`config.mk`:
```
export PLATFORM = sky130hd
export DESIGN_NAME = imu_sync_cond_flat
export DESIGN_NICKNAME = d
export VERILOG_FILES = /design/src/rtl/imu_sync_cond_pkg.sv /design/src/rtl/imu_sync_cond_if.sv /design/src/rtl/imu_sync_cond_usec_tick.sv /design/src/rtl/imu_sync_cond.sv /design/src/flat_wrapper.sv
export SDC_FILE = /design/constraint.sdc
export NUM_CORES = 1
export LEC_CHECK = 0
export ABC_AREA = 1
export CORE_MARGIN = 4
export CORE_UTILIZATION = 50
export DETAILED_ROUTE_END_ITERATION = 16
export DONT_BUFFER_PORTS = 1
export GPL_TIMING_DRIVEN = 0
export MAX_ROUTING_LAYER = met4
export PLACE_DENSITY = 0.65
export SYNTH_ARGS = -nofsm -noshare
export SYNTH_HDL_FRONTEND = slang
export SYNTH_SLANG_ARGS = --single-unit
```
`constraint.sdc`:
```
create_clock -name c -period 6.1 [get_ports c]
set_input_delay 0.915 -clock c [delete_from_list [all_inputs] [get_ports c]]
set_output_delay 0.915 -clock c [all_outputs]
set_load 0.01 [all_outputs]
```
`src/rtl/imu_sync_cond_pkg.sv`:
```
// Shared types and constants for the IMU data-ready conditioner.
package imu_sync_cond_pkg;

    // Default fabric ticks per microsecond (125 MHz clock).
    localparam int TICKS_PER_USEC = 125;

    // Edge qualifier states.
    typedef enum logic [1:0] {
        WAIT_LO = 2'd0,
        ARMED   = 2'd1,
        QUAL_HI = 2'd2,
        HIGH    = 2'd3
    } state_t;

    // Increment that sticks at all-ones instead of wrapping.
    function automatic logic [15:0] sat_inc16(input logic [15:0] v);
        return (v == 16'hFFFF) ? v : v + 16'd1;
    endfunction

endpackage

```
`src/rtl/imu_sync_cond_if.sv`:
```
// Control/status bundle between the IMU conditioner and its host/trigger logic.
interface imu_sync_cond_if;
    import imu_sync_cond_pkg::*;

    logic        en;
    logic        drdy_in;
    logic [15:0] timeout_usec;
    logic        timeout_clr;
    logic        imu_sync;
    logic [15:0] period_usec;
    logic        period_dv;
    logic        timeout;
    logic [15:0] pulse_cnt;

    modport master (
        output en, drdy_in, timeout_usec, timeout_clr,
        input  imu_sync, period_usec, period_dv, timeout, pulse_cnt
    );

    modport slave (
        input  en, drdy_in, timeout_usec, timeout_clr,
        output imu_sync, period_usec, period_dv, timeout, pulse_cnt
    );

endinterface

```
`src/rtl/imu_sync_cond_usec_tick.sv`:
```
// Free-running microsecond divider; tick marks the last count of each usec.
module usec_tick
    import imu_sync_cond_pkg::*;
#(
    parameter int TICKS = TICKS_PER_USEC
) (
    input  logic c,
    input  logic rst,
    input  logic en,
    input  logic clr,
    output logic tick
);

    localparam int             W  = (TICKS > 1) ? $clog2(TICKS) : 1;
    localparam logic [W-1:0]   TC = W'(TICKS - 1);

    logic [W-1:0] div_q;

    assign tick = en && (div_q == TC);

    // Divider counts 0..TICKS-1, held at 0 while disabled or cleared.
    always_ff @(posedge c or posedge rst) begin
        if (rst) begin
            div_q <= '0;
        end else if (!en || clr || tick) begin
            div_q <= '0;
        end else begin
            div_q <= div_q + W'(1);
        end
    end

endmodule

```
`src/rtl/imu_sync_cond.sv`:
```
// IMU data-ready conditioner: synchronizes and glitch-filters drdy_in,
// emits one imu_sync pulse per qualified rising edge, measures the edge
// period in usec and raises a sticky missing-IMU timeout.
//
// state   | meaning
// --------+-----------------------------------------------------------
// WAIT_LO | counting consecutive low cycles before re-arming
// ARMED   | low qualified, waiting for the pin to go high
// QUAL_HI | counting consecutive high cycles; a low drops back to ARMED
// HIGH    | edge accepted and pulsed, waiting for the pin to fall
module imu_sync_cond
    import imu_sync_cond_pkg::*;
#(
    parameter int SYNC_STAGES    = 2,
    parameter int MIN_HI_CYC     = 16,
    parameter int MIN_LO_CYC     = 16,
    parameter int TICKS_PER_USEC = imu_sync_cond_pkg::TICKS_PER_USEC
) (
    input  logic           c,
    input  logic           rst,
    imu_sync_cond_if.slave bus
);

    localparam logic [7:0] HI_TC = 8'(MIN_HI_CYC);
    localparam logic [7:0] LO_TC = 8'(MIN_LO_CYC);

    logic [SYNC_STAGES-1:0] sync_q;
    logic                   s;

    state_t      state_q, state_d;
    logic [7:0]  cnt_q, cnt_d;
    logic        pulse_d;

    logic        tick;
    logic [15:0] usec_q;
    logic [15:0] usec_inc;
    logic        prev_valid_q;
    logic        timeout_set;

    logic        imu_sync_q;
    logic [15:0] period_usec_q;
    logic        period_dv_q;
    logic        timeout_q;
    logic [15:0] pulse_cnt_q;

    assign s = sync_q[SYNC_STAGES-1];

    // Metastability synchronizer; the only consumer of the raw pin.
    always_ff @(posedge c or posedge rst) begin
        if (rst) begin
            sync_q <= '0;
        end else begin
            sync_q <= {sync_q[SYNC_STAGES-2:0], bus.drdy_in};
        end
    end

    // Qualifier state and run-length counter.
    always_ff @(posedge c or posedge rst) begin
        if (rst) begin
            state_q <= WAIT_LO;
            cnt_q   <= '0;
        end else begin
            state_q <= state_d;
            cnt_q   <= cnt_d;
        end
    end

    // Next-state logic; pulse_d is the edge-accept strobe registered into imu_sync.
    always_comb begin
        state_d = state_q;
        cnt_d   = cnt_q;
        pulse_d = 1'b0;
        if (!bus.en) begin
            state_d = WAIT_LO;
            cnt_d   = '0;
        end else begin
            case (state_q)
                WAIT_LO: begin
                    if (s) begin
                        cnt_d = '0;
                    end else begin
                        cnt_d = cnt_q + 8'd1;
                        if (cnt_d == LO_TC) begin
                            state_d = ARMED;
                            cnt_d   = '0;
                        end
                    end
                end
                ARMED: begin
                    if (s) begin
                        state_d = QUAL_HI;
                        cnt_d   = 8'd1;
                    end
                end
                QUAL_HI: begin
                    if (!s) begin
                        state_d = ARMED;
                        cnt_d   = '0;
                    end else begin
                        cnt_d = cnt_q + 8'd1;
                        if (cnt_d == HI_TC) begin
                            state_d = HIGH;
                            cnt_d   = '0;
                            pulse_d = 1'b1;
                        end
                    end
                end
                HIGH: begin
                    if (!s) begin
                        state_d = WAIT_LO;
                        cnt_d   = 8'd1;
                    end
                end
                default: begin
                    state_d = WAIT_LO;
                    cnt_d   = '0;
                end
            endcase
        end
    end

    usec_tick #(
        .TICKS (TICKS_PER_USEC)
    ) u_usec_tick (
        .c    (c),
        .rst  (rst),
        .en   (bus.en),
        .clr  (pulse_d),
        .tick (tick)
    );

    // A tick landing on the accept edge is folded into the captured period,
    // so an exact multiple of a usec reads back exactly.
    assign usec_inc    = sat_inc16(usec_q);
    assign timeout_set = tick && prev_valid_q && (bus.timeout_usec != 16'd0)
                         && (usec_inc != usec_q) && (usec_inc == bus.timeout_usec);

    // Elapsed usec since the last accepted edge, saturating.
    always_ff @(posedge c or posedge rst) begin
        if (rst) begin
            usec_q <= '0;
        end else if (!bus.en || pulse_d) begin
            usec_q <= '0;
        end else if (tick) begin
            usec_q <= usec_inc;
        end
    end

    // Tracks whether a previous edge exists to measure from.
    always_ff @(posedge c or posedge rst) begin
        if (rst) begin
            prev_valid_q <= 1'b0;
        end else if (!bus.en) begin
            prev_valid_q <= 1'b0;
        end else if (pulse_d) begin
            prev_valid_q <= 1'b1;
        end
    end

    // Output pulse, period capture, sticky timeout and pulse counter.
    always_ff @(posedge c or posedge rst) begin
        if (rst) begin
            imu_sync_q    <= 1'b0;
            period_usec_q <= '0;
            period_dv_q   <= 1'b0;
            timeout_q     <= 1'b0;
            pulse_cnt_q   <= '0;
        end else begin
            imu_sync_q  <= pulse_d;
            period_dv_q <= pulse_d && prev_valid_q;
            if (pulse_d && prev_valid_q) begin
                period_usec_q <= tick ? usec_inc : usec_q;
            end
            if (timeout_set) begin
                timeout_q <= 1'b1;
            end else if (bus.timeout_clr) begin
                timeout_q <= 1'b0;
            end
            if (pulse_d) begin
                pulse_cnt_q <= pulse_cnt_q + 16'd1;
            end
        end
    end

    assign bus.imu_sync    = imu_sync_q;
    assign bus.period_usec = period_usec_q;
    assign bus.period_dv   = period_dv_q;
    assign bus.timeout     = timeout_q;
    assign bus.pulse_cnt   = pulse_cnt_q;

endmodule

```
`src/flat_wrapper.sv`:
```
// flat-port wrapper written by rule: the top's interface ports become plain ports
module imu_sync_cond_flat import imu_sync_cond_pkg::*;
#(
    parameter int SYNC_STAGES    = 2,
    parameter int MIN_HI_CYC     = 16,
    parameter int MIN_LO_CYC     = 16,
    parameter int TICKS_PER_USEC = imu_sync_cond_pkg::TICKS_PER_USEC
)
  (c, rst, bus_en, bus_drdy_in, bus_timeout_usec, bus_timeout_clr, bus_imu_sync, bus_period_usec, bus_period_dv, bus_timeout, bus_pulse_cnt);
  imu_sync_cond_if bus_i ();
  input  logic c;
  input  logic rst;
  input wire logic [$bits(bus_i.en)-1:0] bus_en;
  input wire logic [$bits(bus_i.drdy_in)-1:0] bus_drdy_in;
  input wire logic [$bits(bus_i.timeout_usec)-1:0] bus_timeout_usec;
  input wire logic [$bits(bus_i.timeout_clr)-1:0] bus_timeout_clr;
  output wire logic [$bits(bus_i.imu_sync)-1:0] bus_imu_sync;
  output wire logic [$bits(bus_i.period_usec)-1:0] bus_period_usec;
  output wire logic [$bits(bus_i.period_dv)-1:0] bus_period_dv;
  output wire logic [$bits(bus_i.timeout)-1:0] bus_timeout;
  output wire logic [$bits(bus_i.pulse_cnt)-1:0] bus_pulse_cnt;
  assign bus_i.en = bus_en;
  assign bus_i.drdy_in = bus_drdy_in;
  assign bus_i.timeout_usec = bus_timeout_usec;
  assign bus_i.timeout_clr = bus_timeout_clr;
  assign bus_imu_sync = bus_i.imu_sync;
  assign bus_period_usec = bus_i.period_usec;
  assign bus_period_dv = bus_i.period_dv;
  assign bus_timeout = bus_i.timeout;
  assign bus_pulse_cnt = bus_i.pulse_cnt;
  imu_sync_cond #(.SYNC_STAGES(SYNC_STAGES), .MIN_HI_CYC(MIN_HI_CYC), .MIN_LO_CYC(MIN_LO_CYC), .TICKS_PER_USEC(TICKS_PER_USEC)) u_core (.c(c), .rst(rst), .bus(bus_i));
endmodule
```
==> results of run 1 <==
## cell usage in the layout (no fill, tap or decap), types with 3 or more instances in the layout
cell / synthesis / routed
buf_2: 3 / 3
buf_6: 5 / 5
clkbuf_8: 0 / 9
dfrtp_1: 71 / 71
ha_1: 6 / 6
inv_1: 60 / 59
nand2_1: 158 / 158
nand2_4: 5 / 5
nand3_1: 52 / 52
nand3_2: 3 / 3
nand4_1: 13 / 13
nor2_1: 66 / 66
nor2_2: 4 / 4
nor3_1: 5 / 5
o21ai_0: 30 / 30
o21ai_1: 4 / 4
o21ai_2: 14 / 14
xnor2_1: 14 / 14
xor2_1: 20 / 20
## through the flow
stage                     utilization [%]  power (uW)
after floorplan                         -         533
after global placement               53.0         542
after detailed placement             53.0         544
after CTS                            55.8         978
after global routing                 55.8        1010
final                                55.8         973
## layer usage
metal / share of wire [%] / GRT usage [%] / up-vias
met5: 0 / - / -
met4: 2.4 / 7.77 / 0
met3: 5.7 / 5.19 / 21
met2: 51 / 35.0 / 94
met1: 41 / 23.9 / 1629
li1: - / - / 1773
## kinds of logic (layout without fill, tap and decap cells)
logic type | count (synthesis) | after routing | synth area share (%)
AND/OR/NAND/NOR | 314 | 314 | 33.5
buffers and inverters | 74 | 90 | 7.89
flip-flops | 71 | 71 | 42.3
AO/OA/AOI/OAI | 51 | 51 | 7.42
XOR/XNOR | 34 | 34 | 7.09
adder cells (fa/ha/maj) | 6 | 6 | 1.79
## registers in the layout, summed over array words and instances, names as in the netlist
name	count
u_core.bus.timeout	1
u_core.prev_valid_q	1
u_core.bus.pulse_cnt	16
u_core.u_usec_tick.div_q	7
u_core.state_q	2
u_core.sync_q	2
u_core.bus.imu_sync	1
u_core.cnt_q	8
u_core.usec_q	16
u_core.bus.period_usec	16
u_core.bus.period_dv	1
## cell type report
type                            instances  area [sq um]  share of cell area [%]
Sequential cell                        71          1780                    38.9
Tap cell                              105           131                    2.88
Buffer                                 11          93.8                    2.06
Clock inverter                          7           104                    2.28
Multi-Input combinational cell        405          2090                    45.9
Inverter                               63           240                    5.27
Clock buffer                            9           124                    2.72
## how the worst max path moves through the flow
stage,startpoint,end,slack [ps],cells after the start
finish,bus_en,u_core.bus.period_usec[10],3980,7
global route,bus_en,u_core.usec_q[10],3860,7
CTS,bus_en,u_core.bus.period_usec[10],3950,7
detailed placement,bus_en,u_core.bus.period_usec[10],3570,7
global placement,rst,u_core.bus.period_usec[1],2580,1
floorplan,rst,u_core.bus.imu_sync,3390,1
## report_power, final
| part | leakage [uW] | total [uW] | internal, uW | switching [uW] |
|---|---|---|---|---|
| registers | 0.000961 | 485 | 476 | 8.94 |
| logic | 0.00118 | 49.0 | 15.5 | 33.5 |
| clock network | 0.000108 | 439 | 236 | 203 |
==> flow_metrics.py, run 1 <==
metrics = {
    "status": {
        "status": "completed",
    },
    "timing": {
        "worstMarginPinSlew_ps": 876,
        "rsz0062_at_grt": "no",
        "post-route-min-period_ps": 2120,
        "slew_violations": 0,
        "finalSetupViolations": 0,
        "finalClockSkew_ps": 12.5,
        "setup_ws_ps": 3980,
        "relSlewSlack_pct": 41.6,
        "period_share_pct": 34.7,
        "setup_tns_ps": 0,
        "hold_ws_ps": 356,
        "timing.fmax_mhz": 473,
        "hold_violations": 0,
    },
    "floorplanning": {
        "core_region_area_sq_um": 8180,
        "die_area_sq_um": 9930,
        "die_w_um": 99.7,
        "die_h_um": 99.7,
        "initial_core_util_pct": 51.4,
        "ios": 56,
        "num_rows": 33,
    },
    "routing": {
        "routed_via_density": 5.24,
        "routedWlPerCell_um": 14.0,
        "drtIter0Drc": 146,
        "routed_wl_mm": 9.39,
        "vias": 3517,
        "drc_errors": 0,
        "ant_nets": 0,
        "drt_first_pass_iters": 6,
    },
    "placement": {
        "hpwl_mm": 7.14,
        "port_buffers": 0,
        "placed_area_sq_um": 4330,
        "dp_slack_ps": 3570,
        "gp_congestion": 0.905,
        "dp_cells": 655,
    },
    "yosys": {
        "synth_edf_count": 0,
        "ys_ff_latch": 71,
        "yosysSeqAreaShare_pct": 42.3,
        "synthTopCellsByArea": "dfrtp_1 (42%), nand2_1 (14%), nand3_1 (6.2%), nor2_1 (5.9%), inv_1 (5.4%)",
        "synth-main-ff-cell": "dfrtp_1",
        "synth_top_area_cell": "dfrtp_1",
        "netlist.area_leader.share_pct": 42.3,
        "synthTopCellsByCount": "nand2_1 (158), dfrtp_1 (71), nor2_1 (66)",
        "synthArstFlopShare_pct": 100,
        "mappedNetlistArea_sq_um": 4200,
        "synthCells": 550,
        "synth.distinct_cells": 31,
        "synth_nets": 577,
        "yosys_warnings": 0,
        "syn_avg_cell_area_sq_um": 7.64,
        "yosysMostFrequentCell": "nand2_1",
    },
    "pwr": {
        "leakagePower_uw": 0.00225,
        "powerDensity_nw_per_um2": 213,
        "peakVddDrop_mv": 0.197,
    },
    "global_routing": {
        "antenna_found_initial": 0,
        "grt_pass1_vias": 3479,
        "grt_max_degree": 72,
        "grt_overflow_total": 0,
        "grt_first_pass_wirelength_mm": 16.0,
        "grt_usage_pct": 20.8,
    },
    "worst_hold_path": {
        "holdPathStages": 0,
        "hold_class": "flip-flop to flip-flop",
        "min_from": "u_core.sync_q[0]",
        "hold_end": "u_core.sync_q[1]",
    },
    "clocking": {
        "clkTransAtPathRegs_ps": 90,
        "cts_tree": "done",
        "cts_buffers": 9,
        "post_cts_resize_count": 0,
        "clockBufferDepth": 2,
        "cts_hold_buf": 0,
        "clkLatencyLatePin_ps": 360,
        "h-tree-depth": 3,
        "cts_setup_buffers": 0,
        "cts_sinks": 71,
        "cts-root-buf": "clkbuf_8",
    },
    "worst_setup_path": {
        "r2r_cells": 9,
        "setup.worst_path.end_class": "flip-flop",
        "cpMostUsedCell": "inv_1",
        "path_buf_inv": 4,
        "crit_path_cell_trace": "buf_2 > inv_1 > nor2_1 > inv_1 > clkbuf_1 > o21ai_0 > o21ai_2",
        "arrival_ps": 2350,
        "worstPathMaxFanout": 10,
        "cpPeakStageDelay_ps": 470,
        "r2r-start": "u_core.usec_q[0]",
        "rrSetupSlack_ps": 4070,
        "start_kind": "input port",
        "worstSetupPathType": "input port to flip-flop",
        "crit_family": "buffers and inverters",
        "r2r-end": "u_core.bus.period_usec[15]",
        "worstPathRequired_ps": 6340,
        "cp_slowest_cell": "o21ai_0",
    },
    "cells_and_area": {
        "nFillCells": 766,
        "stdcell_count": 671,
        "areaGrowthSynthToFinish_pct": 8.61,
        "layout.nets": 588,
        "drive_above_1_share_pct": 10.6,
        "diodes": 0,
        "finalInstanceArea_sq_um": 4560,
    },
    "flow_run": {
        "cap_violations": 0,
    },
}
(Power assumes the default switching activity.)
==> run 2, diff against run 1 <==
- clock period: 6.1 -> 2.05 ns (I/O delays scaled with it)
==> flow_metrics.py, run 2 (synthesis results as in run 1) <==
metrics = {
    "routing": {
        "routed_wl_mm": 9.47,
        "drt_first_pass_iters": 6,
        "routedWlPerCell_um": 14.0,
        "drtIter0Drc": 181,
        "vias": 3515,
        "routed_via_density": 5.18,
        "ant_nets": 0,
        "drc_errors": 0,
    },
    "cells_and_area": {
        "post-route-util_pct": 57.0,
        "diodes": 0,
        "final_common_cell": "nand2_1",
        "areaGrowthSynthToFinish_pct": 11.0,
        "drive_above_1_share_pct": 12.7,
        "layout.nets": 596,
        "layout_common_cells": "nand2_1 (158), dfrtp_1 (69), nor2_1 (66)",
        "nFillCells": 762,
    },
    "floorplanning": {
        "initial_core_util_pct": 51.4,
        "die_area_sq_um": 9930,
        "num_rows": 33,
        "core_region_area_sq_um": 8180,
        "die_w_um": 99.7,
        "die_h_um": 99.7,
        "ios": 56,
    },
    "worst_setup_path": {
        "setup.worst_path.end_class": "flip-flop",
        "worstSetupPathType": "flip-flop to flip-flop",
        "worstPathMaxFanout": 10,
        "arrival_ps": 2140,
        "r2r_cells": 11,
        "rrSetupSlack_ps": 140,
        "r2r-start": "u_core.cnt_q[1]",
        "critical_path.startpoint": "u_core.cnt_q[1]",
        "worstPathRequired_ps": 2280,
        "critPathCapture": "u_core.bus.period_usec[2]",
        "r2r-end": "u_core.bus.period_usec[2]",
        "start_kind": "flip-flop",
    },
    "pwr": {
        "peakVddDrop_mv": 0.476,
        "finalPower_uw": 2740,
        "powerDensity_nw_per_um2": 588,
        "leakagePower_uw": 0.00227,
    },
    "timing": {
        "worstMarginPinSlew_ps": 445,
        "period_share_pct": 93.3,
        "rsz0062_at_grt": "yes",
        "post-route-min-period_ps": 1910,
        "timing.fmax_mhz": 523,
        "finalClockSkew_ps": 12.2,
        "finalSetupViolations": 0,
        "slew_violations": 0,
        "relSlewSlack_pct": 70.0,
        "hold_violations": 0,
    },
    "clocking": {
        "cts_tree": "done",
        "cts-root-buf": "clkbuf_8",
        "cts_buffers": 9,
        "clkLatencyLatePin_ps": 340,
        "cts_sinks": 71,
        "clockBufferDepth": 2,
        "clkTransAtPathRegs_ps": 80,
        "h-tree-depth": 3,
    },
    "global_routing": {
        "grt_first_pass_wirelength_mm": 16.1,
        "antenna_found_initial": 0,
        "grt_max_degree": 37,
        "grt_usage_pct": 20.6,
        "grt_overflow_total": 0,
        "grt_pass1_vias": 3484,
    },
    "placement": {
        "gp_congestion": 0.927,
        "port_buffers": 0,
        "hpwl_mm": 7.34,
    },
    "worst_hold_path": {
        "hold_class": "input port to flip-flop",
    },
    "flow_run": {
        "cap_violations": 0,
    },
    "status": {
        "status": "completed",
    },
}
[run 2: changes by cell type in the layout (fill, tap and decap cells not counted), sizes merged]
cell / change
buf: +6
bufinv: -1
clkbuf: +1
inv: -3
dlygate4sd3: +2
clkinv: +3
[run 2: cell type report]
cell class / instances / area, sq um / area share, %
Clock inverter: 6 / 68.8 / 1.48
Timing Repair Buffer: 8 / 90.1 / 1.93
Clock buffer: 10 / 128 / 2.74
Inverter: 63 / 241 / 5.18
Sequential cell: 71 / 1780 / 38.2
Buffer: 11 / 93.8 / 2.01
Multi-Input combinational cell: 405 / 2130 / 45.7
Tap cell: 105 / 131 / 2.82
[run 2: how the worst min path moves through the flow]
| stage | start | end | cells past startpoint |
|---|---|---|---|
| after floorplan | u_core.sync_q[0] | u_core.sync_q[1] | 0 |
| after global placement | u_core.sync_q[0] | u_core.sync_q[1] | 0 |
| after detailed placement | rst | u_core.sync_q[0] | 1 |
| after CTS | bus_timeout_clr | u_core.bus.timeout | 3 |
| after global routing | bus_timeout_clr | u_core.bus.timeout | 3 |
| final | bus_timeout_clr | u_core.bus.timeout | 3 |
[run 2: per-stage QoR]
stage / std cells / worst slack (ps) / hold WS (ps) / area [sq um] / setup TNS [ps]
global route: 679 / -57.3 / 115 / 4660 / -64.5
detailed placement: 657 / 7.69 / 152 / 4380 / 0
finish: 679 / 136 / 113 / 4660 / 0
CTS: 676 / 17.9 / 105 / 4600 / 0
floorplan: 550 / 219 / 331 / 4200 / 0
global placement: 655 / 37.1 / 336 / 4340 / 0
[run 2: routing by layer]
| metal | global-route usage [%] | vias to the layer above | share of wire, % |
|---|---|---|---|
| li1 | - | 1787 | - |
| met1 | 24.8 | 1640 | 42 |
| met2 | 34.8 | 74 | 51 |
| met3 | 5.19 | 14 | 5.1 |
| met4 | 5.25 | 0 | 1.3 |
| met5 | - | - | 0 |
[run 2: report_power, final]
group          leakage [uW]  internal, uW  switching (uW)
sequential         0.000958          1420            23.9
combinational       0.00122          63.4             109
clock             0.0000968           569             558
total               0.00227          2050             691
[run 2: worst max-delay path: stages (launching register included)]
cell and delay, ps:
dfrtp_1 410, buf_4 150, nand3_2 90, xor2_1 230
nand3_1 160, nor2_4 150, nand2_4 100, nor2_8 130
nand2_4 90, buf_6 160, nand2_1 70, o21ai_2 50
[run 2: what timing repair did]
item,CTS,global route
setup buffers,1,3
hold endpoints to repair,11,0
gates resized for setup,0,16
hold buffers,2,0
pin swaps,0,2
setup endpoints to repair,3,47
==> run 3, diff against run 2 <==
- CELL_PAD_IN_SITES_DETAIL_PLACEMENT: not set -> 0
- CELL_PAD_IN_SITES_GLOBAL_PLACEMENT: not set -> 1
- CORE_UTILIZATION: 50 -> 47
- GPL_TIMING_DRIVEN: 0 -> not set
- PLACE_DENSITY: 0.65 -> 0.8
==> flow_metrics.py, run 3 (synthesis results as in run 1) <==
metrics = {
    "routing": {
        "drc_errors": 0,
        "drtIter0Drc": 145,
        "routedWlPerCell_um": 14.8,
        "routed_via_density": 5.13,
        "vias": 3523,
        "ant_nets": 0,
        "routed_wl_mm": 10.1,
        "drt_first_pass_iters": 5,
    },
    "timing": {
        "hold_ws_ps": 107,
        "period_share_pct": 96.2,
        "finalClockSkew_ps": 10.8,
        "finalSetupViolations": 0,
        "hold_violations": 0,
        "worstMarginPinSlew_ps": 510,
        "timing.fmax_mhz": 507,
        "post-route-min-period_ps": 1970,
        "setup_ws_ps": 78.0,
        "relSlewSlack_pct": 66.0,
        "slew_violations": 0,
        "rsz0062_at_grt": "yes",
    },
    "clocking": {
        "cts_buffers": 9,
        "h-tree-depth": 3,
        "cts-root-buf": "clkbuf_8",
        "cts_tree": "done",
        "clkLatencyLatePin_ps": 350,
        "clkTransAtPathRegs_ps": 80,
        "clockBufferDepth": 2,
        "cts_sinks": 71,
    },
    "cells_and_area": {
        "layout_common_cells": "nand2_1 (150), dfrtp_1 (70), nor2_1 (66)",
        "layout.nets": 601,
        "drive_above_1_share_pct": 15.4,
        "areaGrowthSynthToFinish_pct": 15.2,
        "finalInstanceArea_sq_um": 4840,
        "diodes": 0,
        "final_common_cell": "nand2_1",
    },
    "worst_setup_path": {
        "crit_path_cell_trace": "buf_6 > nand3_4 > xor2_1 > nand3_2 > nor2_4 > nand2_4 > nor2_8 > buf_12 > nand2_4 > nand2_2 > o21ai_2",
        "cpPeakStageDelay_ps": 410,
        "arrival_ps": 2200,
        "worstSetupPathType": "flip-flop to flip-flop",
        "cp_slowest_cell": "dfrtp_1",
        "critical_path.startpoint": "u_core.cnt_q[1]",
        "r2r-end": "u_core.bus.period_usec[1]",
        "path_buf_inv": 2,
        "worstPathRequired_ps": 2280,
        "cpMostUsedCell": "nand2_4",
        "worstPathMaxFanout": 8,
        "critPathCapture": "u_core.bus.period_usec[1]",
        "rrSetupSlack_ps": 80,
        "setup.worst_path.end_class": "flip-flop",
        "r2r_cells": 11,
        "crit_family": "simple AND/OR/NAND/NOR gates",
        "path_depth": 11,
        "r2r-start": "u_core.cnt_q[1]",
        "start_kind": "flip-flop",
    },
    "placement": {
        "port_buffers": 0,
        "dp_slack_ps": 34.4,
        "gp_congestion": 0.928,
        "placed_area_sq_um": 4330,
        "hpwl_mm": 7.23,
    },
    "floorplanning": {
        "num_rows": 34,
        "core_region_area_sq_um": 8720,
        "die_w_um": 103,
        "die_h_um": 103,
        "initial_core_util_pct": 48.2,
        "ios": 56,
        "die_area_sq_um": 10500,
    },
    "flow_run": {
        "cap_violations": 0,
    },
    "pwr": {
        "leakagePower_uw": 0.00230,
        "powerDensity_nw_per_um2": 594,
        "peakVddDrop_mv": 0.560,
        "finalPower_uw": 2880,
    },
    "worst_hold_path": {
        "hold_class": "input port to flip-flop",
    },
    "global_routing": {
        "grt_max_degree": 34,
        "grt_overflow_total": 0,
        "grt_usage_pct": 20.1,
        "antenna_found_initial": 0,
        "grt_first_pass_wirelength_mm": 15.8,
        "grt_pass1_vias": 3307,
    },
    "status": {
        "status": "completed",
    },
}
run 3: cell count changes in the layout (fill, tap and decap cells not counted), moves of 2 or more:
cell,previous run,this run
buf_6,5,3
nor2_4,2,4
nand3_1,51,49
buf_2,3,0
nand2_2,1,9
nand2_1,158,150
nand2_8,0,3
xor2_2,1,3
buf_4,4,13
nor2_2,4,2
xor2_1,19,17
o21ai_0,23,27
clkbuf_1,3,1
o21ai_1,10,7
run 3: worst min path at each step:
stage                           startpoint  cells past startpoint                  to
after floorplan           u_core.sync_q[0]                      0    u_core.sync_q[1]
after global placement                 rst                      1    u_core.sync_q[1]
after detailed placement               rst                      1   u_core.state_q[1]
after CTS                           bus_en                      2   u_core.state_q[1]
after global routing                bus_en                      2   u_core.state_q[1]
final                      bus_timeout_clr                      3  u_core.bus.timeout
run 3: repair_timing:
item,4_1_cts,5_1_grt
setup endpoints to repair,0,36
buffers inserted,0,10
gates resized for setup,0,32
hold endpoints to repair,18,0
hold buffers,2,0
run 3: power breakdown:
| group | leakage, uW | switching (uW) | internal, uW |
|---|---|---|---|
| clock | 0.000110 | 547 | 719 |
| combinational | 0.00123 | 107 | 62.4 |
| sequential | 0.000960 | 23.5 | 1420 |
| total | 0.00230 | 678 | 2200 |
run 3: layout make-up:
type	count	area (sq um)
clock inverter	5	81.3
inverter	63	241
tap	108	135
sequential	71	1780
fill	806	3880
multi-input combinational	407	2230
clock buffer	11	141
timing repair buffer	22	231
run 3: per-layer routing:
metal / track usage, % / part of all wire (%)
met3: 4.40 / 4.2
met5: - / 0
met1: 23.1 / 41
met4: 5.95 / 1.4
met2: 35.1 / 53
run 3: through the flow:
stage | utilization, % | setup TNS (ps) | std cells
finish | 55.5 | 0 | 687
global route | 55.5 | -457 | 687
CTS | 52.4 | 0 | 674
detailed placement | 49.6 | 0 | 656
global placement | 49.6 | 0 | 656
floorplan | - | 0 | 550
run 3: worst register-to-register path, delay by kind of cell (launching register included):
family	cells	cell delay [ps]
compound gates	1	50
xor+xnor	1	270
buf+inv	2	280
flops	1	410
simple gates	7	850
